==> config.mk <==
export PLATFORM = sky130hd
export DESIGN_NAME = mc_ctrl_flat
export DESIGN_NICKNAME = d
export VERILOG_FILES = /design/src/rtl/mc_ctrl_if.sv /design/src/rtl/mc_ctrl.sv /design/src/flat_wrapper.sv
export SDC_FILE = /design/constraint.sdc
export NUM_CORES = 1
export LEC_CHECK = 0
export CAP_MARGIN = 30
export CORE_UTILIZATION = 40
export DETAILED_ROUTE_END_ITERATION = 8
export GPL_ROUTABILITY_DRIVEN = 0
export PLACE_DENSITY = 0.73
export SYNTH_ARGS = -nofsm -noshare
export SYNTH_HDL_FRONTEND = slang
export SYNTH_SLANG_ARGS = --single-unit
==> constraint.sdc <==
create_clock -name clk -period 1.83 [get_ports clk]
set_input_delay 0.2745 -clock clk [delete_from_list [all_inputs] [get_ports clk]]
set_output_delay 0.2745 -clock clk [all_outputs]
set_load 0.02 [all_outputs]
==> src/rtl/mc_ctrl_if.sv <==
// Control bus between the multi-cycle controller and the MIPS datapath.
// The master side is the controller; the slave side is the datapath/memory.
interface mc_ctrl_if #(
  parameter int unsigned CNT_W = 32
) ();
  // Datapath to controller
  logic [5:0]       opcode;
  logic [5:0]       funct;
  logic             Zero;
  logic             dm_ack;
  // Controller to datapath
  logic             IRWr;
  logic             PCWr;
  logic [1:0]       NPCOp;
  logic [2:0]       ALUOp;
  logic [1:0]       A3WRSel;
  logic [1:0]       WDSel;
  logic             EXTOp;
  logic             ALUBSel;
  logic             RFWE;
  logic             dm_req;
  logic             DMWr;
  // Status / debug
  logic [2:0]       state;
  logic             illegal;
  logic             mem_err;
  logic [CNT_W-1:0] retired;

  modport master (
    input  opcode, funct, Zero, dm_ack,
    output IRWr, PCWr, NPCOp, ALUOp, A3WRSel, WDSel, EXTOp, ALUBSel, RFWE,
    output dm_req, DMWr, state, illegal, mem_err, retired
  );

  modport slave (
    output opcode, funct, Zero, dm_ack,
    input  IRWr, PCWr, NPCOp, ALUOp, A3WRSel, WDSel, EXTOp, ALUBSel, RFWE,
    input  dm_req, DMWr, state, illegal, mem_err, retired
  );
endinterface

==> src/rtl/mc_ctrl.sv <==
// Multi-cycle MIPS controller: sequences FETCH/DECODE/EXEC/MEM/WB per
// instruction, waits on a variable-latency data memory, halts on illegal
// instructions or memory timeout, and counts retired instructions.
module mc_ctrl #(
  parameter int unsigned ACK_TIMEOUT = 16,
  parameter int unsigned CNT_W       = 32
) (
  input logic       clk,
  input logic       reset,
  mc_ctrl_if.master bus
);

  localparam logic [2:0] FETCH  = 3'd0;
  localparam logic [2:0] DECODE = 3'd1;
  localparam logic [2:0] EXEC   = 3'd2;
  localparam logic [2:0] MEM    = 3'd3;
  localparam logic [2:0] WB     = 3'd4;
  localparam logic [2:0] HALT   = 3'd5;

  localparam logic [5:0] OP_RTYPE = 6'b000000;
  localparam logic [5:0] OP_ORI   = 6'b001101;
  localparam logic [5:0] OP_LW    = 6'b100011;
  localparam logic [5:0] OP_SW    = 6'b101011;
  localparam logic [5:0] OP_BEQ   = 6'b000100;
  localparam logic [5:0] OP_LUI   = 6'b001111;
  localparam logic [5:0] OP_JAL   = 6'b000011;
  localparam logic [5:0] FN_ADD   = 6'b100000;
  localparam logic [5:0] FN_SUB   = 6'b100010;
  localparam logic [5:0] FN_JR    = 6'b001000;

  localparam logic [2:0] ALU_ADD = 3'b000;
  localparam logic [2:0] ALU_SUB = 3'b001;
  localparam logic [2:0] ALU_OR  = 3'b010;
  localparam logic [2:0] ALU_LUI = 3'b011;

  // Counter only needs to reach ACK_TIMEOUT-1: timeout fires on that cycle.
  localparam int unsigned WAIT_W = (ACK_TIMEOUT > 1) ? $clog2(ACK_TIMEOUT) : 1;
  localparam logic [WAIT_W-1:0] WAIT_LAST = WAIT_W'(ACK_TIMEOUT - 1);

  logic [2:0]        state_q, state_d;
  logic [WAIT_W-1:0] wait_q, wait_d;
  logic              illegal_q, illegal_d;
  logic              mem_err_q, mem_err_d;
  logic [CNT_W-1:0]  retired_q, retired_d;

  logic is_add, is_sub, is_jr, is_ori, is_lw, is_sw, is_beq, is_lui, is_jal, legal;

  logic       irwr, pcwr, rfwe, dm_req, dmwr;
  logic [1:0] npcop, a3_sel, wd_sel;
  logic [2:0] alu_op;
  logic       ext_op, alub_sel;

  // Instruction decode from the IR fields
  always_comb begin
    is_add = (bus.opcode == OP_RTYPE) && (bus.funct == FN_ADD);
    is_sub = (bus.opcode == OP_RTYPE) && (bus.funct == FN_SUB);
    is_jr  = (bus.opcode == OP_RTYPE) && (bus.funct == FN_JR);
    is_ori = (bus.opcode == OP_ORI);
    is_lw  = (bus.opcode == OP_LW);
    is_sw  = (bus.opcode == OP_SW);
    is_beq = (bus.opcode == OP_BEQ);
    is_lui = (bus.opcode == OP_LUI);
    is_jal = (bus.opcode == OP_JAL);
    legal  = is_add | is_sub | is_jr | is_ori | is_lw | is_sw | is_beq | is_lui | is_jal;
  end

  // Datapath selects: pure function of the decoded instruction outside FETCH
  always_comb begin
    alu_op   = ALU_ADD;
    a3_sel   = 2'b00;
    wd_sel   = 2'b00;
    ext_op   = 1'b0;
    alub_sel = 1'b0;
    if (state_q != FETCH) begin
      if (is_sub || is_beq) begin
        alu_op = ALU_SUB;
      end else if (is_ori) begin
        alu_op = ALU_OR;
      end else if (is_lui) begin
        alu_op = ALU_LUI;
      end
      ext_op   = is_lw | is_sw;
      alub_sel = is_ori | is_lui | is_lw | is_sw;
      if (is_add || is_sub) begin
        a3_sel = 2'b01;
      end else if (is_jal) begin
        a3_sel = 2'b10;
      end
      if (is_lw) begin
        wd_sel = 2'b01;
      end else if (is_jal) begin
        wd_sel = 2'b10;
      end
    end
  end

  // Next-state, strobes and status updates
  always_comb begin
    state_d   = state_q;
    wait_d    = '0;
    illegal_d = illegal_q;
    mem_err_d = mem_err_q;
    irwr      = 1'b0;
    pcwr      = 1'b0;
    rfwe      = 1'b0;
    dm_req    = 1'b0;
    dmwr      = 1'b0;
    npcop     = 2'b00;
    case (state_q)
      FETCH: begin
        irwr    = 1'b1;
        state_d = DECODE;
      end
      DECODE: begin
        if (!legal) begin
          illegal_d = 1'b1;
          state_d   = HALT;
        end else begin
          state_d = EXEC;
        end
      end
      EXEC: begin
        if (is_beq) begin
          pcwr    = 1'b1;
          npcop   = bus.Zero ? 2'b01 : 2'b00;
          state_d = FETCH;
        end else if (is_jr) begin
          pcwr    = 1'b1;
          npcop   = 2'b11;
          state_d = FETCH;
        end else if (is_jal) begin
          rfwe    = 1'b1;
          pcwr    = 1'b1;
          npcop   = 2'b10;
          state_d = FETCH;
        end else if (is_lw || is_sw) begin
          state_d = MEM;
        end else begin
          state_d = WB;
        end
      end
      MEM: begin
        dm_req = 1'b1;
        dmwr   = is_sw;
        if (bus.dm_ack) begin
          if (is_sw) begin
            pcwr    = 1'b1;
            state_d = FETCH;
          end else begin
            state_d = WB;
          end
        end else if ((ACK_TIMEOUT != 0) && (wait_q == WAIT_LAST)) begin
          mem_err_d = 1'b1;
          state_d   = HALT;
        end else if (ACK_TIMEOUT != 0) begin
          wait_d = wait_q + WAIT_W'(1);
        end
      end
      WB: begin
        rfwe    = 1'b1;
        pcwr    = 1'b1;
        state_d = FETCH;
      end
      HALT: state_d = HALT;
      default: state_d = HALT;
    endcase
    // No strobe may escape while reset is held
    if (!reset) begin
      irwr   = 1'b0;
      pcwr   = 1'b0;
      rfwe   = 1'b0;
      dm_req = 1'b0;
      dmwr   = 1'b0;
    end
    retired_d = pcwr ? retired_q + CNT_W'(1) : retired_q;
  end

  // State and status registers
  always_ff @(posedge clk or negedge reset) begin
    if (!reset) begin
      state_q   <= FETCH;
      wait_q    <= '0;
      illegal_q <= 1'b0;
      mem_err_q <= 1'b0;
      retired_q <= '0;
    end else begin
      state_q   <= state_d;
      wait_q    <= wait_d;
      illegal_q <= illegal_d;
      mem_err_q <= mem_err_d;
      retired_q <= retired_d;
    end
  end

  assign bus.IRWr    = irwr;
  assign bus.PCWr    = pcwr;
  assign bus.NPCOp   = npcop;
  assign bus.ALUOp   = alu_op;
  assign bus.A3WRSel = a3_sel;
  assign bus.WDSel   = wd_sel;
  assign bus.EXTOp   = ext_op;
  assign bus.ALUBSel = alub_sel;
  assign bus.RFWE    = rfwe;
  assign bus.dm_req  = dm_req;
  assign bus.DMWr    = dmwr;
  assign bus.state   = state_q;
  assign bus.illegal = illegal_q;
  assign bus.mem_err = mem_err_q;
  assign bus.retired = retired_q;

endmodule

==> src/flat_wrapper.sv <==
// flat-port wrapper written by rule: the top's interface ports become plain ports
module mc_ctrl_flat 
#(
  parameter int unsigned ACK_TIMEOUT = 16,
  parameter int unsigned CNT_W       = 32
)
  (clk, reset, bus_opcode, bus_funct, bus_Zero, bus_dm_ack, bus_IRWr, bus_PCWr, bus_NPCOp, bus_ALUOp, bus_A3WRSel, bus_WDSel, bus_EXTOp, bus_ALUBSel, bus_RFWE, bus_dm_req, bus_DMWr, bus_state, bus_illegal, bus_mem_err, bus_retired);
  mc_ctrl_if #(.CNT_W(CNT_W)) bus_i ();
  input logic clk;
  input logic reset;
  input wire logic [$bits(bus_i.opcode)-1:0] bus_opcode;
  input wire logic [$bits(bus_i.funct)-1:0] bus_funct;
  input wire logic [$bits(bus_i.Zero)-1:0] bus_Zero;
  input wire logic [$bits(bus_i.dm_ack)-1:0] bus_dm_ack;
  output wire logic [$bits(bus_i.IRWr)-1:0] bus_IRWr;
  output wire logic [$bits(bus_i.PCWr)-1:0] bus_PCWr;
  output wire logic [$bits(bus_i.NPCOp)-1:0] bus_NPCOp;
  output wire logic [$bits(bus_i.ALUOp)-1:0] bus_ALUOp;
  output wire logic [$bits(bus_i.A3WRSel)-1:0] bus_A3WRSel;
  output wire logic [$bits(bus_i.WDSel)-1:0] bus_WDSel;
  output wire logic [$bits(bus_i.EXTOp)-1:0] bus_EXTOp;
  output wire logic [$bits(bus_i.ALUBSel)-1:0] bus_ALUBSel;
  output wire logic [$bits(bus_i.RFWE)-1:0] bus_RFWE;
  output wire logic [$bits(bus_i.dm_req)-1:0] bus_dm_req;
  output wire logic [$bits(bus_i.DMWr)-1:0] bus_DMWr;
  output wire logic [$bits(bus_i.state)-1:0] bus_state;
  output wire logic [$bits(bus_i.illegal)-1:0] bus_illegal;
  output wire logic [$bits(bus_i.mem_err)-1:0] bus_mem_err;
  output wire logic [$bits(bus_i.retired)-1:0] bus_retired;
  assign bus_i.opcode = bus_opcode;
  assign bus_i.funct = bus_funct;
  assign bus_i.Zero = bus_Zero;
  assign bus_i.dm_ack = bus_dm_ack;
  assign bus_IRWr = bus_i.IRWr;
  assign bus_PCWr = bus_i.PCWr;
  assign bus_NPCOp = bus_i.NPCOp;
  assign bus_ALUOp = bus_i.ALUOp;
  assign bus_A3WRSel = bus_i.A3WRSel;
  assign bus_WDSel = bus_i.WDSel;
  assign bus_EXTOp = bus_i.EXTOp;
  assign bus_ALUBSel = bus_i.ALUBSel;
  assign bus_RFWE = bus_i.RFWE;
  assign bus_dm_req = bus_i.dm_req;
  assign bus_DMWr = bus_i.DMWr;
  assign bus_state = bus_i.state;
  assign bus_illegal = bus_i.illegal;
  assign bus_mem_err = bus_i.mem_err;
  assign bus_retired = bus_i.retired;
  mc_ctrl #(.ACK_TIMEOUT(ACK_TIMEOUT), .CNT_W(CNT_W)) u_core (.clk(clk), .reset(reset), .bus(bus_i));
endmodule
After elaboration in Yosys (flattened, before gate mapping)
Cells that the tools add are included.

Register bits: 41. Input bits: 16. Output and inout bits: 53. Logic and storage cells: 91.

$add $sub $neg: 2. Equal/unequal tests: 15. Multiplexer cells: 44. Bitwise operators: 14. Reduce and logical (&&, ||, !) cells: 11.

Operators with widths (number): 3-bit 2-to-1 mux (11); 32-bit by 1-bit adder with 32-bit output, second input constant (1); 6-bit equality test, second input constant (4); 6-bit by 4-bit equality test with 1-bit output, second input constant (3); 1-bit 2-to-1 mux (18); 2-bit 2-to-1 mux (9); 3-bit case mux with 5 select lines (1); 4-bit 2-to-1 mux (3); 1-bit bitwise OR (12); 3-bit by 2-bit equality test with 1-bit output, second input constant (2); 6-bit by 2-bit equality test with 1-bit output, second input constant (1); 6-bit by 3-bit equality test with 1-bit output, second input constant (1); 6-bit zero test (1); 4-bit by 1-bit adder with 4-bit output, second input constant (1); 4-bit equality test, second input constant (1); 3-bit by 1-bit equality test with 1-bit output, second input constant (1); 3-bit equality test, second input constant (1); 1-bit logical AND (3); 3-bit zero test (1); 1-bit logical OR (3); 3-bit by 2-bit inequality test with 1-bit output, second input constant (1); 1-bit case mux with 3 select lines (1); 3-bit AND reduction (1); 3-bit nonzero test (1); 3 further kinds (4).

Longest topological paths before layout
Gate-level depths: netlist of run 1.

Depth after elaboration: 12. Depth in mapped cells: 9. Depth with buffers taken out: 7.

Worst setup path before layout of run 1
No wires, ideal clock.

Path type: register -> register. Start point: register u_core.state_q[1], in the netlist u_core.bus.state[1]. End point: register u_core.retired_q[19], in the netlist u_core.bus.retired[19]. Library setup time: 131 ps. Data arrival time: 1958 ps. Required time: 1699 ps. Setup slack: -259 ps. Stages on the path, launching flop included: 9. Buffers on the path: 2. Period minus slack after synthesis: 2089 ps. Path through: dfrtp_1 clkbuf_2 nor2b_1 nand2_1 nor3_4 o21ai_2 buf_6 or3b_4 xnor2_2.

Cells in the longest elaborated chain, start to end: 3. Elaborated cells on any way between the ends: 5. Those cells by class: eq/ne (3); mux (2).

RTL lines: start: declaration (RTL line mc_ctrl.sv:40) `logic [2:0] state_q, state_d;`; start signal: assignment (RTL line mc_ctrl.sv:187) `state_q <= state_d;`; 3-bit equality test or 3-bit by 2-bit equality test with 1-bit output (tied branches) (RTL line mc_ctrl.sv:109) `case (state_q)`; 1-bit case mux with 3 select lines (*) (RTL line mc_ctrl.sv:109); 1-bit 2-to-1 mux (*) (RTL line mc_ctrl.sv:168) `if (!reset) begin`; end signal: assignment (RTL line mc_ctrl.sv:191) `retired_q <= retired_d;`; end: declaration (RTL line mc_ctrl.sv:44) `logic [CNT_W-1:0] retired_q, retired_d;`.

Every way passes the cells marked *; elsewhere a longest branch is shown, timed or not. A chain may end at the register's enable or synchronous reset.

Final worst setup path of run 1
Start point: register u_core.state_q[2], in the netlist u_core.bus.state[2]. End point: output port bus_PCWr.

Cells in the longest elaborated chain, start to end: 3. Elaborated cells on any way between the ends: 5. Those cells by class: eq/ne (3); mux (2).

RTL lines: 3-bit equality test or 3-bit by 2-bit equality test with 1-bit output (tied branches) (RTL line mc_ctrl.sv:109); 1-bit case mux with 3 select lines (*) (RTL line mc_ctrl.sv:109); 1-bit 2-to-1 mux (*) (RTL line mc_ctrl.sv:168); end: declaration (RTL line flat_wrapper.sv:16) `output wire logic [$bits(bus_i.PCWr)-1:0] bus_PCWr;`.

Marked as above.

==> impl_metrics.csv, run 1 <==
group,metric,value,unit
clock_network,clock_sinks,41,
detailed_routing,routed.top_layer,"met4",
setup_path,endpoint,"bus_PCWr",
synthesis,yosys_warnings,0,
setup_path,cpMaxStageDelayCell,"dfrtp_2",
clock_network,htreeDepth,2,
pwr,ir_worst_vdd,0.0006784,V
finish,fin_cells,454,
synthesis,synth.area.top_cells,"dfrtp_1 (43%), xor2_1 (6.6%), xnor2_1 (4.4%)",
synthesis,ys_types,48,
grt,grt_pass1_vias,2404,
setup_path,critPathLaunch,"u_core.bus.state[2]",
place,hpwl,4927,um
clock_network,cts_tree,"yes",
setup_path,start_kind,"flop",
place,place_inst,433,
grt,grt.total_usage,0.2349,
detailed_routing,drt-initial-drc-count,156,
clock_network,numCtsBuffers,5,
synthesis,synth_edf_count,0,
setup_path,critPathMaxFanout,4,
grt,antenna_found_initial,0,
detailed_routing,wl_met3,330,um
synthesis,ys_ff_latch,41,
timing,hold_viol,0,
setup_path,end_kind,"output pin",
run_status,outcome,"finished, violations left",
synthesis,synthTopCellsByCount,"dfrtp_1 (41), nand2_1 (26), nor2_1 (23)",
finish,final_util,0.6890,
timing,rsz0062_at_grt,"yes",
pwr,power_per_cell_area,599.2,nW/um^2
grt,grt_pass1_wl,11500,um
synthesis,yosysMostFrequentCell,"dfrtp_1",
detailed_routing,wl_per_cell,15.61,um
timing,skew,0.009713,ns
flow_run,max-cap-violations,0,
setup_path,r2r-start,"u_core.bus.state[2]",
die,die_w,79.18,um
setup_path,rrSetupSlack,-0.06,ns
die,die_area,6269,sq um
detailed_routing,met2_length,3554,um
synthesis,synth_largest_area_cell,"dfrtp_1",
timing,fin_crit,1.901,ns
synthesis,synthCells,248,
run_status,violations,"setup timing",
setup_path,slowest_delay,0.44,ns
die,row_count,27,
detailed_routing,vias_per_cell,5.293,
timing,fmax,526.1,MHz
synthesis,async_flop_share,1.000,
detailed_routing,wirelength,7085,um
detailed_routing,drc_errors,0,
detailed_routing,via_count,2403,
clock_network,cts_root_buf,"clkbuf_8",
place,io_buffer_count,67,
synthesis,netlist.area_leader.share,0.4307,
die,die_y,79.18,um
setup_path,required,1.56,ns
timing,slew_viol_final,0,
grt,grt_max_degree,30,
detailed_routing,ant_nets,0,
setup_path,reg2reg_depth,8,
setup_path,path_cells,"buf_4 > nor2b_4 > nand2_2 > nor3_4 > o21ai_2 > inv_2 > buf_6",
synthesis,synth_fp_nets,266,
finish,diodes,0,
setup_path,worstSetupPathType,"flop to output pin",
worst_hold_path,hp-class,"flop to flop",
detailed_routing,drt-met1-wl,3079,um
finish,syn_to_final_growth,62.19,%
timing,setup_slack,-0.07086,ns
setup_path,reg2reg_to,"u_core.bus.retired[19]",
pwr,power_leakage,1.818,nW
detailed_routing,drtPass1Iterations,4,
clock_network,clock_latency,0.30,ns
timing,timing.final.crit_share,1.039,
die,initial_core_util,0.4248,
setup_path,arrival,1.63,ns
clock_network,cts_buffer_depth,2,
synthesis,ys_seq_area_frac,0.4307,
finish,fin_nets,399,
finish,drive_gt1_frac,0.4058,
synthesis,syn_area,2382,sq um
die,ios,69,
clock_network,cts.clk_slew.worst_paths,0.07,ns
synthesis,ys.flop_type,"dfrtp_1",
synthesis,avgSynthCellArea,9.606,sq um
die,core-area,5608,sq um
worst_hold_path,worstHoldPathCells,1,
timing,setup_viol,12,
grt,overflow,0,
-- cells by family after synthesis --
| logic type | after synthesis | share of synthesized area |
|---|---|---|
| buffers and inverters | 14 | 0.03151 |
| xor gates and xnor gates | 33 | 0.1308 |
| DFF | 41 | 0.4307 |
| AOI/OAI and AO/OA | 20 | 0.05830 |
| adders and majority gates | 2 | 0.01050 |
| other | 1 | 0.001574 |
| and+or+nand+nor | 137 | 0.3367 |
-- timing repair --
action	CTS	global route
endpoints found under the hold margin	12	0
setup buffers	9	2
pin swaps	20	10
setup endpoints to repair	49	42
hold buffers	1	0
cloned	1	0
resized for setup	113	31
-- flip-flops by register name, summed over array words and instances (netlist names) --
name,cells
u_core.bus.state,3
u_core.bus.illegal,1
u_core.wait_q,4
u_core.bus.mem_err,1
u_core.bus.retired,32
-- layout by cell type, fill, tap and decap left out, types with 8 or more instances in the layout --
cell type        instances
buf_2                   13
buf_4                   64
buf_6                    9
clkdlybuf4s50_1         39
dfrtp_1                 31
dfrtp_2                 10
nand2_1                 24
nand3_1                 13
nand4_1                  8
nor2_1                  21
xnor2_1                 12
xor2_1                  18
-- worst max-delay path: cells and delay by family, from the launching register on --
kind / cells / cell delay, ns
AOI/OAI and AO/OA: 1 / 0.12
buffers and inverters: 3 / 0.37
DFF: 1 / 0.44
and+or+nand+nor: 3 / 0.41
-- worst min-delay path by stage --
stage	to	slack, ns	start
floorplan	u_core.bus.illegal	-0.02	reset
global placement	u_core.bus.retired[23]	0.24	reset
detailed placement	u_core.bus.retired[23]	0.23	reset
CTS	u_core.bus.illegal	0.47	u_core.bus.illegal
global route	u_core.bus.illegal	0.49	u_core.bus.illegal
finish	u_core.bus.illegal	0.47	u_core.bus.illegal
-- where the power goes --
part / leakage [nW] / total (mW) / switching, mW / internal, mW
clock network: 0.0439 / 0.587 / 0.323 / 0.263
logic: 1.26 / 0.689 / 0.348 / 0.341
registers: 0.514 / 1.04 / 0.0675 / 0.973
-- per-stage QoR --
stage | hold WS [ns] | power [mW] | setup slack, ns | TNS (ns) | cell area, sq um
2_1_floorplan | -0.02109 | 1.334 | -0.1215 | -0.3425 | 2441
3_3_place_gp | 0.2374 | 1.656 | -0.8184 | -25.93 | 3522
3_5_place_dp | 0.2349 | 1.672 | -0.8304 | -27.18 | 3522
4_1_cts | 0.4719 | 2.288 | -0.1026 | -0.5014 | 3740
5_1_grt | 0.4888 | 2.427 | -0.1529 | -2.552 | 3864
6_report | 0.4697 | 2.315 | -0.07086 | -0.3833 | 3864
-- cell type report --
| cell class | instances | area [sq um] |
|---|---|---|
| Timing Repair Buffer | 135 | 1132 |
| Clock inverter | 3 | 17.52 |
| Inverter | 5 | 18.77 |
| Tap cell | 72 | 90.09 |
| Multi-Input combinational cell | 193 | 1498 |
| Clock buffer | 5 | 68.82 |
| Sequential cell | 41 | 1039 |
| Fill cell | 427 | 1744 |
-- metal layers --
layer / global-route usage / vias to the layer above
met3: 0.03793 / 12
met4: 0.06545 / 0
met1: 0.3158 / 1185
li1: - / 1139
met2: 0.3897 / 67
met5: 0 / -
Note: power is estimated with default switching activity, not from simulation.
==> inputs of run 2 (changes only) <==
--- a/config.mk
+++ b/config.mk
@@ -6,10 +6,13 @@
 export NUM_CORES = 1
 export LEC_CHECK = 0
 export CAP_MARGIN = 30
-export CORE_UTILIZATION = 40
+export CELL_PAD_IN_SITES_DETAIL_PLACEMENT = 0
+export CELL_PAD_IN_SITES_GLOBAL_PLACEMENT = 1
+export CORE_UTILIZATION = 32
 export DETAILED_ROUTE_END_ITERATION = 8
 export GPL_ROUTABILITY_DRIVEN = 0
-export PLACE_DENSITY = 0.73
+export GPL_TIMING_DRIVEN = 0
+export PLACE_DENSITY = 0.77
 export SYNTH_ARGS = -nofsm -noshare
 export SYNTH_HDL_FRONTEND = slang
 export SYNTH_SLANG_ARGS = --single-unit
==> constraint.sdc (replaced) <==
create_clock -name clk -period 1.83 [get_ports clk]
set_input_delay 0.2745 -clock clk [delete_from_list [all_inputs] [get_ports clk]]
set_output_delay 0.2745 -clock clk [all_outputs]
set_load 0.05 [all_outputs]
==> impl_metrics.csv, run 2 (synthesized netlist as in run 1, its figures left out) <==
group,metric,value,unit
run_status,outcome,"finished, violations left",
run_status,violations,"setup timing",
timing,setup_slack,-0.2257,ns
grt,grt_pass1_wl,11000,um
detailed_routing,vias_per_cell,4.924,
setup_path,critPathMaxFanout,7,
finish,seq_area,1045,sq um
setup_path,end_kind,"output pin",
flow_run,max-cap-violations,0,
setup_path,path_cells,"buf_8 > nor3b_4 > nand2_1 > o211ai_1 > o21ai_2 > inv_2 > buf_8 > buf_8",
clock_network,htreeDepth,2,
clock_network,numCtsBuffers,5,
setup_path,required,1.56,ns
pwr,power_frac_seq,0.383,
detailed_routing,drt-initial-drc-count,133,
detailed_routing,drt-met1-wl,3021,um
pwr,p_clk_frac,0.326,
grt,grt_max_degree,24,
detailed_routing,drtPass1Iterations,4,
finish,syn_to_final_growth,69.96,%
clock_network,cts.clk_slew.worst_paths,0.08,ns
finish,fillCellCount,658,
pwr,p_int,1.836,mW
setup_path,slowest_delay,0.42,ns
grt,overflow,0,
die,ios,69,
place,place_inst,414,
place,preCtsSetupSlack,-1.322,ns
detailed_routing,wirelength,6741,um
finish,diodes,0,
finish,final_common_cell,"buf_4",
pwr,p_sw,930.6,uW
timing,timing.final.crit_share,1.123,
grt,antenna_found_initial,0,
timing,fin_crit,2.056,ns
grt,grt_pass1_vias,2281,
pwr,power_leakage,2.003,nW
finish,largest_reg_flops,32,
timing,tightest_slew,0.8088,ns
pwr,total_power,2.766,mW
timing,skew,0.01172,ns
setup_path,start_kind,"flop",
pwr,ir_worst_vdd,0.0003503,V
detailed_routing,via_count,2270,
die,row_count,31,
die,core-area,7214,sq um
timing,fmax,486.4,MHz
finish,multi_input_area,1582,sq um
clock_network,clock_sinks,41,
detailed_routing,routed.top_layer,"met4",
detailed_routing,wl_met3,314,um
timing,hold_viol,0,
die,initial_core_util,0.3302,
clock_network,cts_tree,"yes",
grt,grt.total_usage,0.1816,
timing,slew_viol_final,0,
die,die_y,88.28,um
pwr,comb_power_share,0.291,
clock_network,cts_root_buf,"clkbuf_8",
pwr,power_per_cell_area,683.2,nW/um^2
finish,fin_nets,379,
place,io_buffer_count,66,
clock_network,cts_buffer_depth,2,
place,hpwl,4309,um
detailed_routing,drc_errors,0,
timing,rsz0062_at_grt,"yes",
setup_path,cpMostUsedCell,"buf_8",
finish,fin_cells,461,
timing,slew_headroom,0.4590,
pwr,swShare,0.3364,
detailed_routing,met2_length,3307,um
setup_path,arrival,1.78,ns
finish,drive_gt1_frac,0.4392,
worst_hold_path,hp-class,"flop to flop",
die,die_w,88.28,um
die,die_area,7793,sq um
clock_network,clock_latency,0.30,ns
finish,layout_common_cells,"buf_4 (32), dfrtp_1 (26), nand2_1 (24), buf_6 (22), xor2_1 (18)",
detailed_routing,wl_per_cell,14.62,um
setup_path,worstSetupPathType,"flop to output pin",
timing,holdWs,0.4709,ns
setup_path,cpMaxStageDelayCell,"dfrtp_2",
timing,setup_viol,33,
detailed_routing,ant_nets,0,
run 2: layout make-up:
class | instances | share of cell area
multi-input cells | 193 | 0.3906
repair buffers | 108 | 0.2627
flip-flops and latches | 41 | 0.2580
well taps | 99 | 0.03059
plain buffers | 7 | 0.01947
clock buffers | 5 | 0.01700
clock inverters | 3 | 0.01700
inverters | 5 | 0.004635
run 2: worst paths after layout:
| kind | from | end | slack [ns] | depth (start not counted) |
|---|---|---|---|---|
| worst max-delay path | u_core.bus.state[0] | bus_PCWr | -0.23 | 8 |
| worst min register to register | u_core.wait_q[0] | u_core.wait_q[0] | 0.47 | 1 |
| max in group asynchronous | reset | u_core.bus.retired[15] | 0.63 | 2 |
| worst max register to register | u_core.bus.state[0] | u_core.bus.retired[10] | -0.20 | 8 |
| worst min-delay path | u_core.wait_q[0] | u_core.wait_q[0] | 0.47 | 1 |
| min in group asynchronous | reset | u_core.bus.retired[26] | 0.57 | 3 |
run 2: power groups by stage:
| stage | combinational [mW] | sequential (mW) | clock (mW) |
|---|---|---|---|
| 2_1_floorplan | 0.231 | 1.28 | 0 |
| 3_3_place_gp | 0.691 | 1.07 | 0 |
| 3_5_place_dp | 0.703 | 1.07 | 0 |
| 4_1_cts | 0.781 | 1.05 | 0.921 |
| 5_1_grt | 0.863 | 1.07 | 0.957 |
| 6_report | 0.804 | 1.06 | 0.902 |
run 2: routing by layer:
layer | vias up | track usage
li1 | 1095 | -
met1 | 1104 | 0.2316
met2 | 62 | 0.3133
met3 | 9 | 0.03078
met4 | 0 | 0.05865
met5 | - | 0
run 2: critical path: cells and delay by family, from the launching register on:
| kind | cells | cell delay [ns] |
|---|---|---|
| buf+inv | 4 | 0.46 |
| simple gates | 2 | 0.25 |
| compound gates | 2 | 0.34 |
| flops | 1 | 0.42 |
run 2: metrics by stage:
step	instance area, sq um	TNS, ns	util
floorplan	2531	-2.988	-
global placement	3316	-98.18	0.4596
detailed placement	3331	-33.37	0.4617
CTS	3824	-4.081	0.5300
global route	4049	-6.619	0.5612
finish	4049	-2.649	0.5612
run 2: what timing repair did:
action,CTS,global route
buffers inserted,26,14
setup endpoints to repair,59,58
endpoints found under the hold margin,18,0
gates resized for setup,166,47
hold buffers,2,0
pin swaps,18,17
==> inputs of run 3 (changes only) <==
--- a/config.mk
+++ b/config.mk
@@ -5,6 +5,7 @@
 export SDC_FILE = /design/constraint.sdc
 export NUM_CORES = 1
 export LEC_CHECK = 0
+export ABC_CLOCK_PERIOD_IN_PS = 1830
 export CAP_MARGIN = 30
 export CELL_PAD_IN_SITES_DETAIL_PLACEMENT = 0
 export CELL_PAD_IN_SITES_GLOBAL_PLACEMENT = 1
@@ -12,7 +13,7 @@
 export DETAILED_ROUTE_END_ITERATION = 8
 export GPL_ROUTABILITY_DRIVEN = 0
 export GPL_TIMING_DRIVEN = 0
-export PLACE_DENSITY = 0.77
+export PLACE_DENSITY = 0.83
 export SYNTH_ARGS = -nofsm -noshare
 export SYNTH_HDL_FRONTEND = slang
 export SYNTH_SLANG_ARGS = --single-unit
==> impl_metrics.csv, run 3 (synthesized netlist as in run 1, its figures left out) <==
group,metric,value,unit
detailed_routing,via_count,2277,
timing,rsz0062_at_grt,"yes",
pwr,power_leakage,1.984,nW
setup_path,end_kind,"output pin",
setup_path,worstSetupPathType,"flop to output pin",
die,die_y,88.28,um
clock_network,cts_root_buf,"clkbuf_8",
clock_network,clock_sinks,41,
timing,slew_headroom,0.6297,
grt,grt_pass1_wl,10430,um
timing,skew,0.005872,ns
clock_network,htreeDepth,2,
detailed_routing,drt-initial-drc-count,65,
finish,layout_common_cells,"buf_4 (31), dfrtp_1 (26), nand2_1 (23), clkdlybuf4s50_1 (22)",
finish,syn_to_final_growth,67.70,%
pwr,power_per_cell_area,642.2,nW/um^2
timing,hold_viol,0,
place,placed_cell_area,3331,sq um
timing,setup_viol,37,
setup_path,critPathMaxFanout,5,
detailed_routing,wl_per_cell,14.51,um
detailed_routing,vias_per_cell,5.004,
detailed_routing,ant_nets,0,
finish,final_util,0.5538,
die,core-area,7214,sq um
pwr,p_clk_frac,0.255,
pwr,ir_worst_vdd,0.0004293,V
grt,antenna_found_initial,0,
clock_network,cts_buffer_depth,2,
place,io_buffer_count,66,
die,initial_core_util,0.3302,
run_status,outcome,"finished, violations left",
timing,tightest_slew,0.5536,ns
run_status,violations,"setup timing",
finish,diodes,0,
pwr,total_power,2.566,mW
die,die_area,7793,sq um
pwr,p_int,1.666,mW
place,hpwl,4364,um
worst_hold_path,hp-class,"input pin to async pin",
pwr,comb_power_share,0.330,
clock_network,cts.clk_slew.worst_paths,0.08,ns
setup_path,required,1.56,ns
die,ios,69,
grt,overflow,0,
detailed_routing,drtPass1Iterations,4,
grt,grt_pass1_vias,2207,
detailed_routing,drc_errors,0,
finish,fin_nets,373,
pwr,swShare,0.3508,
clock_network,numCtsBuffers,5,
clock_network,clock_latency,0.30,ns
grt,grt_max_degree,30,
finish,final_common_cell,"buf_4",
finish,drive_gt1_frac,0.4242,
pwr,p_sw,899.9,uW
timing,timing.final.crit_share,1.156,
detailed_routing,wirelength,6601,um
finish,largest_reg_flops,32,
flow_run,max-cap-violations,0,
clock_network,cts_tree,"yes",
timing,fin_crit,2.115,ns
setup_path,start_kind,"flop",
finish,stdcell_area,3995,sq um
pwr,power_frac_seq,0.415,
setup_path,arrival,1.84,ns
timing,slew_viol_final,0,
grt,grt.total_usage,0.1728,
die,die_w,88.28,um
timing,fmax,472.7,MHz
timing,setup_slack,-0.2854,ns
die,row_count,31,
[run 3: changes by cell type in the layout (fill, tap and decap cells not counted), sizes merged]
cell / change
dlygate4sd2: -9
inv: -1
clkdlybuf4s15: +1
dlymetal6s2s: +3
clkdlybuf4s50: +7
bufinv: -2
dlygate4sd3: -1
buf: -5
clkinv: +1
[run 3: final timing paths]
path,start,endpoint,slack [ns],depth (start not counted)
min in group clk,bus_opcode[4],u_core.bus.state[0],0.43,4
max in group asynchronous,reset,u_core.bus.retired[0],0.76,2
setup / recovery,u_core.bus.state[2],bus_PCWr,-0.29,8
hold / removal,reset,u_core.bus.retired[2],0.07,2
hold reg to reg,u_core.wait_q[0],u_core.wait_q[0],0.47,1
setup reg to reg,u_core.bus.state[2],u_core.bus.retired[26],-0.23,11
[run 3: stage by stage]
step / TNS, ns / setup WS (ns) / std cells / hold WS, ns
CTS: -5.425 / -0.3096 / 446 / 0.07710
detailed placement: -33.56 / -1.326 / 414 / 0.2308
floorplan: -2.988 / -0.2259 / 248 / -0.02109
global placement: -92.12 / -2.106 / 413 / 0.4477
global route: -8.222 / -0.3856 / 455 / 0.08309
finish: -3.718 / -0.2854 / 455 / 0.06551
[run 3: final cells by class]
| type | count | area (sq um) |
|---|---|---|
| tap | 99 | 123.9 |
| fill | 651 | 3219 |
| sequential | 41 | 1045 |
| clock inverter | 1 | 5.005 |
| inverter | 5 | 18.77 |
| timing repair buffer | 102 | 1030 |
| multi-input combinational | 193 | 1597 |
| clock buffer | 7 | 96.34 |
| buffer | 7 | 80.08 |
[run 3: worst max-delay path: stages (launching register included)]
cell and delay (ns):
dfrtp_2 0.47, buf_12 0.15, nor2b_4 0.14, nand2_2 0.11, nor3_4 0.23, o21ai_2 0.11
inv_2 0.09, buf_8 0.10, buf_8 0.13
[run 3: per-layer routing]
metal	wire length, um	GRT usage	up-vias	part of all wire
met3	354	0.04011	8	0.054
met4	59	0.04545	0	0.0089
met5	0	0	-	0
met1	2827	0.2132	1111	0.43
li1	-	-	1082	-
met2	3360	0.3035	76	0.51
[run 3: repair_timing]
action / in CTS / in global routing
gates resized for setup: 166 / 42
buffers inserted: 22 / 14
hold buffers: 1 / 0
endpoints found under the setup margin: 55 / 61
gates cloned: 1 / 0
endpoints found under the hold margin: 12 / 0
pin swaps: 16 / 17
[run 3: power groups by stage]
stage / Combinational (mW) / Clock [mW] / Sequential, mW
after floorplan: 0.231 / 0 / 1.28
after global placement: 0.687 / 0 / 1.07
after detailed placement: 0.700 / 0 / 1.08
after CTS: 0.816 / 0.670 / 1.06
after global routing: 0.901 / 0.696 / 1.08
final: 0.846 / 0.655 / 1.06
